$ cat src/rtl/rv_decode_pkg.sv
// Shared RV32I decode types: instruction formats, opcodes, the decoded-field bundle
// and the pure decode function used by the decode stage.
package rv_decode_pkg;

    typedef enum logic [2:0] {
        FMT_R    = 3'd0,
        FMT_I    = 3'd1,
        FMT_S    = 3'd2,
        FMT_B    = 3'd3,
        FMT_U    = 3'd4,
        FMT_J    = 3'd5,
        FMT_NONE = 3'd6
    } fmt_e;

    typedef enum logic [1:0] {
        ST_EMPTY = 2'd0,
        ST_ONE   = 2'd1,
        ST_TWO   = 2'd2
    } skid_state_e;

    localparam logic [6:0] OP_LUI    = 7'h37;
    localparam logic [6:0] OP_AUIPC  = 7'h17;
    localparam logic [6:0] OP_JAL    = 7'h6f;
    localparam logic [6:0] OP_JALR   = 7'h67;
    localparam logic [6:0] OP_BRANCH = 7'h63;
    localparam logic [6:0] OP_LOAD   = 7'h03;
    localparam logic [6:0] OP_STORE  = 7'h23;
    localparam logic [6:0] OP_IMM    = 7'h13;
    localparam logic [6:0] OP_OP     = 7'h33;
    localparam logic [6:0] OP_FENCE  = 7'h0f;
    localparam logic [6:0] OP_SYSTEM = 7'h73;

    // Immediate is kept as a 32-bit sign-extended value; the stage widens it to XLEN.
    typedef struct packed {
        logic [6:0]  opcode;
        fmt_e        fmt;
        logic [4:0]  rd;
        logic [4:0]  rs1;
        logic [4:0]  rs2;
        logic [2:0]  funct3;
        logic [6:0]  funct7;
        logic [31:0] imm;
        logic        illegal;
    } dec_fields_t;

    function automatic dec_fields_t decode_inst(input logic [31:0] inst);
        dec_fields_t d;
        d        = '0;
        d.opcode = inst[6:0];
        // Every legal opcode ends in 2'b11, so a bad low pair falls into default.
        case (inst[6:0])
            OP_OP:                                        d.fmt = FMT_R;
            OP_JALR, OP_LOAD, OP_IMM, OP_FENCE, OP_SYSTEM: d.fmt = FMT_I;
            OP_STORE:                                     d.fmt = FMT_S;
            OP_BRANCH:                                    d.fmt = FMT_B;
            OP_LUI, OP_AUIPC:                             d.fmt = FMT_U;
            OP_JAL:                                       d.fmt = FMT_J;
            default: begin
                d.fmt     = FMT_NONE;
                d.illegal = 1'b1;
            end
        endcase
        case (d.fmt)
            FMT_R: begin
                d.rd = inst[11:7]; d.rs1 = inst[19:15]; d.rs2 = inst[24:20];
                d.funct3 = inst[14:12]; d.funct7 = inst[31:25];
            end
            FMT_I: begin
                d.rd = inst[11:7]; d.rs1 = inst[19:15]; d.funct3 = inst[14:12];
                d.imm = {{20{inst[31]}}, inst[31:20]};
            end
            FMT_S: begin
                d.rs1 = inst[19:15]; d.rs2 = inst[24:20]; d.funct3 = inst[14:12];
                d.imm = {{20{inst[31]}}, inst[31:25], inst[11:7]};
            end
            FMT_B: begin
                d.rs1 = inst[19:15]; d.rs2 = inst[24:20]; d.funct3 = inst[14:12];
                d.imm = {{19{inst[31]}}, inst[31], inst[7], inst[30:25], inst[11:8], 1'b0};
            end
            FMT_U: begin
                d.rd  = inst[11:7];
                d.imm = {inst[31:12], 12'b0};
            end
            FMT_J: begin
                d.rd  = inst[11:7];
                d.imm = {{11{inst[31]}}, inst[31], inst[19:12], inst[20], inst[30:21], 1'b0};
            end
            default: ;
        endcase
        return d;
    endfunction

endpackage

$ cat src/rtl/rv_inst_decode.sv
// Purely combinational RV32I field extraction, a thin wrapper around decode_inst.
module rv_inst_decode
    import rv_decode_pkg::*;
(
    input  logic [31:0] i_inst,
    output dec_fields_t o_dec
);

    assign o_dec = decode_inst(i_inst);

endmodule

$ cat src/rtl/decode_stage.sv
// Registered, ready/valid RV32I decode stage with an optional 2-entry skid buffer
// and flush for branch redirects.
module decode_stage
    import rv_decode_pkg::*;
#(
    parameter int XLEN    = 32,
    parameter int PC_W    = 32,
    parameter int SKID_EN = 1
) (
    input  logic            clk,
    input  logic            rst,
    input  logic            flush,
    input  logic            in_valid,
    output logic            in_ready,
    input  logic [31:0]     in_inst,
    input  logic [PC_W-1:0] in_pc,
    output logic            out_valid,
    input  logic            out_ready,
    output logic [PC_W-1:0] out_pc,
    output logic [6:0]      out_opcode,
    output logic [2:0]      out_fmt,
    output logic [4:0]      out_rd,
    output logic [4:0]      out_rs1,
    output logic [4:0]      out_rs2,
    output logic [2:0]      out_funct3,
    output logic [6:0]      out_funct7,
    output logic [XLEN-1:0] out_imm,
    output logic            out_illegal
);

    typedef struct packed {
        logic [PC_W-1:0] pc;
        dec_fields_t     dec;
    } dec_bundle_t;

    skid_state_e r_state;
    dec_bundle_t r_out;
    dec_bundle_t r_skid;
    logic        r_out_valid;
    logic        r_in_ready;

    dec_fields_t w_dec;
    dec_bundle_t w_in;
    logic        w_acc;
    logic        w_cons;

    rv_inst_decode u_inst_decode (
        .i_inst (in_inst),
        .o_dec  (w_dec)
    );

    assign w_in   = {in_pc, w_dec};
    assign w_acc  = in_valid && in_ready && !flush;
    assign w_cons = r_out_valid && out_ready;

    generate
        if (SKID_EN != 0) begin : g_skid
            assign in_ready = r_in_ready;
        end else begin : g_single
            assign in_ready = !r_out_valid || out_ready;
        end
    endgenerate

    // NOTE: state and both bundle registers use non-blocking assignments so every
    // transition reads the pre-edge values; the bundles are reset too so out_* read 0.
    always_ff @(posedge clk or posedge rst) begin
        if (rst) begin
            r_state     <= ST_EMPTY;
            r_out       <= '0;
            r_skid      <= '0;
            r_out_valid <= 1'b0;
            r_in_ready  <= 1'b1;
        end else if (flush) begin
            r_state     <= ST_EMPTY;
            r_out_valid <= 1'b0;
            r_in_ready  <= 1'b1;
        end else begin
            case (r_state)
                ST_EMPTY: begin
                    if (w_acc) begin
                        r_out       <= w_in;
                        r_out_valid <= 1'b1;
                        r_state     <= ST_ONE;
                    end
                end
                ST_ONE: begin
                    if (w_acc && w_cons) begin
                        r_out <= w_in;
                    end else if (w_acc) begin
                        r_skid     <= w_in;
                        r_in_ready <= 1'b0;
                        r_state    <= ST_TWO;
                    end else if (w_cons) begin
                        r_out_valid <= 1'b0;
                        r_state     <= ST_EMPTY;
                    end
                end
                ST_TWO: begin
                    if (w_cons) begin
                        r_out      <= r_skid;
                        r_in_ready <= 1'b1;
                        r_state    <= ST_ONE;
                    end
                end
                default: begin
                    r_out_valid <= 1'b0;
                    r_in_ready  <= 1'b1;
                    r_state     <= ST_EMPTY;
                end
            endcase
        end
    end

    assign out_valid   = r_out_valid;
    assign out_pc      = r_out.pc;
    assign out_opcode  = r_out.dec.opcode;
    assign out_fmt     = r_out.dec.fmt;
    assign out_rd      = r_out.dec.rd;
    assign out_rs1     = r_out.dec.rs1;
    assign out_rs2     = r_out.dec.rs2;
    assign out_funct3  = r_out.dec.funct3;
    assign out_funct7  = r_out.dec.funct7;
    assign out_imm     = XLEN'($signed(r_out.dec.imm));
    assign out_illegal = r_out.dec.illegal;

endmodule

$ cat config.mk
export PLATFORM = sky130hd
export DESIGN_NAME = decode_stage
export DESIGN_NICKNAME = d
export VERILOG_FILES = /design/src/rtl/rv_decode_pkg.sv /design/src/rtl/rv_inst_decode.sv /design/src/rtl/decode_stage.sv
export SDC_FILE = /design/constraint.sdc
export NUM_CORES = 1
export LEC_CHECK = 0
export CORE_ASPECT_RATIO = 1.1
export CORE_MARGIN = 2
export CORE_UTILIZATION = 65
export DETAILED_ROUTE_END_ITERATION = 10
export DONT_BUFFER_PORTS = 1
export HOLD_SLACK_MARGIN = 0.12
export PLACE_DENSITY_LB_ADDON = 0.3
export SYNTH_ARGS = -nofsm -noshare
export SYNTH_HDL_FRONTEND = slang
export SYNTH_SLANG_ARGS = --single-unit
$ cat constraint.sdc
create_clock -name clk -period 17.75 [get_ports clk]
set_input_delay 3.55 -clock clk [delete_from_list [all_inputs] [get_ports clk]]
set_output_delay 3.55 -clock clk [all_outputs]
set_load 0.02 [all_outputs]
==> flow_results.org, run 1 <==
** Run status
- Run status :: complete, no violations

** Synthesis
- The portion of synthesized area spent on multiplexers is 0.111%.
- Summing the areas of all fa, ha and maj instances in the mapped netlist gives 0.139% of the synthesized area.
- Summing the areas of all and, or, nand and nor instances in the mapped netlist gives 21.8% of the synthesized area.
- Counting flops with a built-in enable in the synthesized netlist gives 0.
- Synthesis inferred 204 register bits.
- Fraction of the mapped netlist area in compound gates :: 17.4%
- Most common cell in the synthesized netlist :: nand2_1
- The number of nets handed over by synthesis was 1077.
- The share of synthesized area in the top cell type comes to 56.3%.
- Synth area leaders :: dfrtp_1, nand2_1, a21oi_1, nor2_1, nand3_1
- Synthesis produced 1007 cells.
- The commonest cells after synthesis are nand2_1, dfrtp_1, nor2_1, a21oi_1, nand3_1.
- In the synthesized netlist the dominant register cell turns out to be dfrtp_1.
- After synthesis, the largest family of logic cells by area is simple AND/OR/NAND/NOR gates.
- After synthesis, the share of flip-flops with an asynchronous set or reset is 100%.
- Post-Syn Area per Cell :: 8.96 sq um
- The number of different library cells used by synthesis comes to 54.
- Sequential cells were found to cover 56.6% of the synthesized design area.
- Dominant cell type by area after synthesis :: dfrtp_1
- In this run the cell area of the synthesized design comes to 9020 sq um.
- The Yosys step of the flow raised 0 warnings.
- Fraction of synthesized cell area in xor and xnor cells :: 0.0971%

** Routing
- Via/cell ratio :: 6.15
- For this block, the routed nets add up to 22400 um of wire.
- In the routed design, unresolved DRC markers number 0.
- The pre-antenna-repair detailed-routing pass consisted of 5 iterations.
- Post-detailed-route wirelength per cell :: 19.3 um
- For this block, the via count after detailed routing is 7150.
- After the first detailed-routing iteration, the DRC count stood at 603.
- Count of antenna-violating nets left after detailed routing :: 0

** Critical path
- Arrival @ worst endpoint :: 6.41 ns
- Critical setup path kind :: in2reg
- Logic depth of the worst register-to-register path :: 7
- Startpoint of the worst setup timing path :: in_inst[4]
- Critical R2R Capture :: r_skid[23]
- CP Capture Type :: flip-flop
- CP Max Fanout :: 13
- Category of the worst setup path launch point :: input port
- The worst register-to-register path has a setup slack of 14.52 ns.
- For the worst setup path, the data required time is 18.12 ns.
- RR Startpoint :: out_valid

** Hold path
- The worst hold path begins at r_skid[34].
- HP Class :: reg2reg
- The worst hold path passes through 2 cells.
- The worst hold path terminates at r_skid[34].

** Clock network
- Once the clock tree was built, the resizer swapped 0 gates to a different size.
- Hold buffers post-CTS :: 0
- Clock Sinks :: 204
- Clock input transition at the sequential cells of the worst setup and hold paths :: 0.07 ns
- At the later pin of the worst-skew pair, clock insertion delay measures 0.50 ns.
- Maximum root-to-sink buffer count :: 3
- Clock buffers created by TritonCTS :: 20
- Clk root buf :: clkbuf_16
- Deepest level of the CTS H-tree :: 1
- Number of post-CTS setup repair buffers :: 0
- Clock tree from TritonCTS :: built

** Power and ir drop
- Power spread over the standard cell area amounts to 144 nW/um^2.
- Maximum resistive drop on vdd :: 0.000102 V
- Leakage power total :: 4.50 nW

** Floorplan
- Die Outline Area :: 14800 sq um
- The initial utilization of the core area, before any placement, comes to 65.9%.
- From left edge to right edge, the die measures 116 um.
- Std-Cell Rows :: 45
- Number of ports placed on the die boundary :: 171
- The region available for standard cell placement spans 13700 sq um.
- In this run the vertical extent of the chip is 128 um.

** STA
- Hold violation total from the final report :: 0
- After routing, the total negative slack on setup checks comes to 0 ns.
- Worst hold margin :: 0.467 ns
- Setup repair after global routing left no endpoint under its margin.
- Fin crit period :: 6.04 ns
- Pins over their slew limit :: 0
- Fmax achieved :: 166 MHz
- Normalized max-slew margin :: 36.2%
- For the pin with the worst max-slew slack, the measured transition is 0.957 ns.
- The clock arrives with 0.0148 ns of skew.
- Period Utilization, post-route :: 34.0%
- Final setup violation count :: 0
- The worst path meets setup with 11.71 ns of slack.

** Layout
- In the final layout, the share of cells above drive strength 1 is 6.15%.
- Antenna diode count :: 0
- Cell area after layout :: 9700 sq um
- Area growth from synthesis to layout :: 7.52%
- The net count of the finished layout is 1033.
- Share of the core filled with cells :: 70.9%

** Global routing
- Number of antenna violations at the first check in global routing :: 0
- For met2 alone, demand over resource in global routing was 49.6%.
- Maximum number of pins on one net before global-route repair :: 127
- Met1 layer usage reported by global route :: 41.0%
- After global routing, the most crowded layer is met2.
- Across every metal layer, demand over resource in global routing totals 30.5%.
- Global routing used 6.97% of the available met3 tracks.
- The first global-routing pass estimated 35800 um of wire.
- Overflow after GRT :: 0
- The number of global-route vias before repair came to 6872.

** Place
- Once placement finished, the instance area stood at 9050 sq um.
- Once detailed placement completed, the half-perimeter wirelength came to 14300 um.
- Port-buffer cells :: 0
- Prior to clock tree synthesis, the placed netlist has a worst setup slack of 11.30 ns.
- GPL Wtd Cong :: 0.896

** Job
- Count of maximum capacitance violations :: 0
report_power, final:
| group | internal, mW | leakage (nW) | switching, mW |
|---|---|---|---|
| combinational | 0.0780 | 1.59 | 0.121 |
| sequential | 0.594 | 2.58 | 0.185 |
| clock | 0.246 | 0.324 | 0.175 |
flip-flops by register name (all words and copies together), names as in the netlist:
name / count
out_illegal: 1
in_ready: 1
out_pc: 32
out_fmt: 3
out_funct3: 3
out_rd: 5
out_opcode: 7
r_state: 2
out_funct7: 7
out_valid: 1
out_rs1: 5
out_rs2: 5
r_skid: 100
out_imm: 32
metal layers:
layer / wire, um / share of wire (%)
met1: 8960 / 40
met2: 11000 / 49
met3: 1870 / 8.3
met4: 583 / 2.6
met5: 0 / 0
how the worst max path moves through the flow:
| stage | end | slack [ns] |
|---|---|---|
| final | r_skid[23] | 11.71 |
| after global routing | r_skid[26] | 11.56 |
| after CTS | r_skid[23] | 11.79 |
| after detailed placement | r_skid[26] | 11.30 |
| after global placement | r_skid[30] | 11.38 |
| after floorplan | out_fmt[0] | 8.63 |
worst max-delay path: stages:
cell and delay, ns:
nand2b_1 0.18, nor2_1 0.44, nand2_1 0.25, ha_1 0.49, o21ai_1 0.72, nor2_1 0.40, a221o_1 0.38
area by class of cell:
cell class	instances	area [sq um]
Clock inverter	7	62.6
Tap cell	188	235
Sequential cell	204	5110
Inverter	5	26.3
Fill cell	1055	3980
Timing Repair Buffer	9	67.6
Multi-Input combinational cell	723	3610
Clock buffer	27	588
per-stage QoR:
| stage | std cells | power [mW] |
|---|---|---|
| after detailed placement | 1129 | 0.986 |
| after CTS | 1163 | 1.40 |
| after global routing | 1163 | 1.47 |
| after floorplan | 1007 | 0.923 |
| final | 1163 | 1.40 |
| after global placement | 1129 | 0.972 |
logic make-up (layout without fill, tap and decap cells):
logic type | count (synthesis) | count (layout)
buffers and inverters | 80 | 48
DFF | 204 | 204
AOI/OAI and AO/OA | 242 | 242
muxes | 1 | 1
xor gates and xnor gates | 1 | 1
adders and majority gates | 1 | 1
and+or+nand+nor | 478 | 478
layout by cell type (no fill, tap or decap), types with 2 or more instances in the layout:
master       n
a211oi_1     2
a21o_1       9
a21oi_1     73
a221o_1     16
a22o_1       9
a22oi_1     12
a31oi_1     41
and2_1       3
and3_1       9
buf_4        9
clkbuf_1     2
clkbuf_16   21
clkbuf_8     4
clkinv_2     5
dfrtp_1    203
inv_1        4
nand2_1    293
nand2b_1     3
nand3_1     62
nand3b_1     4
nor2_1      88
nor3_1       4
o211ai_1     6
o21a_1       4
o21ai_0     39
o21ai_1      3
o22ai_1     12
(Power assumes the default switching activity.)
==> run 2, diff against run 1 <==
--- a/config.mk
+++ b/config.mk
@@ -5,9 +5,10 @@
 export SDC_FILE = /design/constraint.sdc
 export NUM_CORES = 1
 export LEC_CHECK = 0
+export ABC_AREA = 1
 export CORE_ASPECT_RATIO = 1.1
 export CORE_MARGIN = 2
-export CORE_UTILIZATION = 65
+export CORE_UTILIZATION = 64
 export DETAILED_ROUTE_END_ITERATION = 10
 export DONT_BUFFER_PORTS = 1
 export HOLD_SLACK_MARGIN = 0.12
==> constraint.sdc (replaced) <==
create_clock -name clk -period 6.03 [get_ports clk]
set_input_delay 1.206 -clock clk [delete_from_list [all_inputs] [get_ports clk]]
set_output_delay 1.206 -clock clk [all_outputs]
set_load 0.02 [all_outputs]
==> run 2 against run 1 <==
  * Clock power rose to 3.8 times the previous value
  * Critical path depth rose by 6
  * Die area rose by 5.1%
  * First-iteration DRC count rose by 6.3%
  * Sequential cell count did not move
  * Total power rose to 3.8 times the previous value
  * Clock-buffer cell count rose by 2
  * Non-clock buffer count did not move
  * Global-route usage fell by 1.0 points
  * Area after synthesis rose by 3.7%
  * Sequential share of layout area fell by 2.9 points
  * Sequential power rose to 3.4 times the previous value
==> flow_results.org, run 2 <==
** Run status
- Run status :: complete, no violations

** Synthesis
- Summed over all instances, the cell type with the most area after synthesis is dfrtp_1.
- The Yosys warning count is 0 (unchanged).
- Share of synthesized flip-flops with an asynchronous set or reset :: 100% (unchanged)
- Gate Count Post-Synth :: 1179 (+17%)
- Sorting the synthesized cells by how often they occur yields nand2_1, dfrtp_1, nor2_1, nand3_1, a21oi_1.
- Seq/Total Area, Yosys :: 54.6% (-2.0 points)
- Most common cell in the synthesized netlist :: nand2_1
- Commonest register cell after synthesis :: dfrtp_1
- The post-synthesis register bit count came to 204 (unchanged).
- The synthesized area is 9350 sq um (+3.7%).
- The distinct cell type count of the synthesized netlist is 29 (-46%).
- Post-synthesis net count :: 1249 (+16%)
- The per-instance average area after synthesis was 7.93 sq um (-11%).
- Synth area leaders :: dfrtp_1, nand2_1, nor2_1, nand3_1, a21oi_1
- Number of flops mapped to enable cells by yosys :: 0 (unchanged)
- The top-area cell type share of the netlist area was 54.3% (-2.0 points).

** Clock network
- The post-CTS clock slew at the launch and capture registers of the worst setup and hold paths was 0.06 ns (about the same).
- The number of instances resized during post-cts repair was 0 (unchanged).
- Later-pin clock latency in the skew report :: 0.50 ns (about the same)
- The worst-case clock buffer depth came to 3 (unchanged).
- In this run the clock root is driven by a clkbuf_16.
- Number of post-CTS setup repair buffers :: 0 (unchanged)
- Clock buffers created by TritonCTS :: 22 (+10%)
- The depth of the CTS H-tree is 1 (unchanged).
- The hold buffer count at CTS was 0 (unchanged).
- TritonCTS built the clock tree.
- The clock sink count was 204 (unchanged).

** STA
- The sum of negative setup slack came to 0 ns (unchanged).
- Normalized max-slew margin :: 30.2% (-6.0 points)
- Period Utilization, post-route :: 62.6%
- Worst-margin pin slew :: 1.05 ns (+0.0901 ns)
- Worst hold margin :: 0.473 ns (+0.00654 ns)
- Setup repair after global routing left no endpoint under its margin.
- Pins over their slew limit :: 0 (unchanged)
- Subtracting the final worst setup slack from the clock period gives 3.78 ns.
- Hold violation total from the final report :: 0 (unchanged)
- Fmax achieved :: 265 MHz
- The number of endpoints failing setup at the final stage was 0 (unchanged).
- Post-route clock skew :: 0.0105 ns (-0.00430 ns)

** Floorplan
- The y dimension of the die is 131 um (+2.5%).
- Die Outline Area :: 15600 sq um (+5.1%)
- Horizontal extent of the die :: 119 um (+2.5%)
- Std-Cell Rows :: 46 (+2.2%)
- CORE AREA :: 14300 sq um (+4.7%)
- Initial Util :: 65.3% (-0.67 points)
- Number of ports placed on the die boundary :: 171 (unchanged)

** Critical path
- Kind of cell with the highest combined delay on the critical path :: simple AND/OR/NAND/NOR gates
- The critical path buffer and inverter count came to 1 (+1).
- The setup path with the least slack is of type in2reg.
- Logic depth of the worst register-to-register path :: 8 (+1)
- CP Max Fanout :: 20 (+7)
- Traced cell by cell, the critical path runs through nand2_1 -> nor2_1 -> nand3_1 -> nand2_1 -> inv_1 -> ha_1 -> nand2_1 -> nor2_2 -> nor2_2 -> nand2_1 -> nor2_1 -> nand2_1 -> a21oi_1.
- Largest incremental delay on the critical path :: 0.63 ns (-0.09 ns)
- WP data required :: 6.45 ns (-11.67 ns)
- Arrival @ worst endpoint :: 4.20 ns (-2.21 ns)
- The worst setup path is captured at a flip-flop.
- Setup slack of the most critical reg-to-reg path :: 3.54 ns (-10.98 ns)
- The endpoint identified for the worst register-to-register timing path is r_skid[58].
- RR Startpoint :: in_ready
- STA classifies the critical path startpoint as an input port.
- Crit-path most repeated cell :: nand2_1
- Among all stages on the critical path, the largest delay is contributed by nor2_2.

** Place
- Port-buffer cells :: 0 (unchanged)
- Placed cells :: 1307 (+16%)
- GPL Wtd Cong :: 0.885 (-1.2%)
- The final HPWL from detailed placement came to 14100 um (-1.1%).

** Power and ir drop
- Maximum resistive drop on vdd :: 0.000348 V (+240%)
- The cell leakage power was 5.13 nW (+14%).
- The total power per unit cell area was 523 nW/um^2 (+260%).

** Global routing
- The maximum number of pins on one net before global-route repair is 174 (+37%).
- The number of global-route vias before repair is 7227 (+5.2%).
- The wire length of the first global-routing pass is 36900 um (+2.9%).
- The number of antenna violations at the first check in global routing came to 0 (unchanged).
- The total grt overflow came to 0 (unchanged).
- The global routing usage summed across all routing layers is 29.5% (-1.0 points).

** Layout
- Final nets :: 1209 (+17%)
- Reg with most FFs :: r_skid
- Antenna diode count :: 0 (unchanged)
- Number of flip-flops under the largest register name :: 100 (unchanged)
- The non-filler instance count after layout was 1347 (+16%).
- Fill cell instance count of the final layout :: 1074 (+1.8%)
- Compared with the post-synthesis result, the final layout area differs by 9.82%.
- The fraction of layout instances using a drive strength above 1 was 7.88% (+1.7 points).
- Most used cells in the layout excluding fill and tap cells :: nand2_1, dfrtp_1, nor2_1, nand3_1, a21oi_1
- Most common library cell in the layout ignoring fill and taps :: nand2_1

** Routing
- The wire length per cell after detailed routing was 17.1 um (-11%).
- Via/cell ratio :: 5.68 (-7.5%)
- The via count of the routed design was 7657 (+7.1%).
- Count of antenna-violating nets left after detailed routing :: 0 (unchanged)
- The number of detailed-route iterations in the first pass is 6 (+1).
- The final routed wirelength across all metal layers was 23000 um (+2.7%).
- First-iteration detailed-routing DRC count :: 641 (+6.3%)
- The post-route DRC violation count was 0 (unchanged).

** Hold path
- The worst hold path depth is 2 (unchanged).
- HP Class :: reg2reg
- In this run the most critical hold path is launched from r_skid[75].
- The path with the worst hold slack has its endpoint at r_skid[75].

** Job
- The number of max-cap violations came to 0 (unchanged).
-- run 2: cell count changes in the layout (fill, tap and decap cells not counted), moves of 12 or more --
cell and change:
a221o_1 -16, a22oi_1 -12, inv_1 +45, nand2_1 +130, nand3_1 +13, nor2_1 +23
o21ai_0 +15, o21ai_1 +17, o22ai_1 -12
-- run 2: layout make-up --
cell class | instances | area, sq um | share of cell area [%]
Timing Repair Buffer | 9 | 80.1 | 0.780
Clock buffer | 29 | 648 | 6.31
Clock inverter | 11 | 233 | 2.27
Tap cell | 192 | 240 | 2.34
Sequential cell | 204 | 5110 | 49.7
Inverter | 61 | 236 | 2.30
Multi-Input combinational cell | 841 | 3730 | 36.3
-- run 2: cells by family (layout without fill, tap and decap cells) --
kind of cell / count (synthesis) / after routing / share of synthesized area (%)
simple gates: 638 / 638 / 27.6
flops: 204 / 204 / 54.6
compound gates: 202 / 202 / 11.9
buf+inv: 134 / 110 / 5.82
fa+ha+maj: 1 / 1 / 0.134
-- run 2: stage by stage --
step / utilization (%) / total power [mW] / cell area [sq um] / setup slack (ns)
3_3_place_gp: 65.5 / 3.74 / 9390 / 1.89
3_5_place_dp: 65.5 / 3.79 / 9390 / 1.78
4_1_cts: 71.7 / 5.40 / 10300 / 2.29
5_1_grt: 71.7 / 5.69 / 10300 / 1.90
6_report: 71.7 / 5.37 / 10300 / 2.25
2_1_floorplan: - / 3.46 / 9360 / 2.18
-- run 2: how the worst max path moves through the flow --
stage	cells past startpoint	endpoint	from	slack [ns]
5_1_grt	15	out_imm[20]	in_inst[1]	1.90
2_1_floorplan	1	out_fmt[0]	rst	2.18
4_1_cts	15	out_imm[4]	in_inst[1]	2.29
6_report	13	out_rs2[4]	in_inst[1]	2.25
3_5_place_dp	13	out_rs2[4]	in_inst[1]	1.78
3_3_place_gp	15	out_imm[23]	in_inst[1]	1.89
-- run 2: worst register-to-register path, cell delays in order, from the launching register on --
cell and delay [ns]:
dfstp_2 0.60, nand2_1 0.13, nor2_1 0.15, inv_1 0.07
nor2_1 0.09, inv_1 0.08, nor2_4 0.10, buf_4 0.73
o21ai_0 0.36
-- run 2: where the power goes --
part | leakage (nW) | switching, mW | internal [mW] | total, mW
clock network | 0.431 | 0.547 | 1.05 | 1.60
registers | 2.58 | 0.743 | 1.90 | 2.64
logic | 2.12 | 0.741 | 0.386 | 1.13
total | 5.13 | 2.03 | 3.34 | 5.37
-- run 2: per-layer routing --
metal / vias to the layer above / global-route usage, % / routed length [um]
li1: 3699 / - / -
met1: 3625 / 38.5 / 9140
met2: 290 / 47.3 / 11000
met3: 43 / 8.59 / 2190
met4: 0 / 11.8 / 699
met5: - / 0 / 0
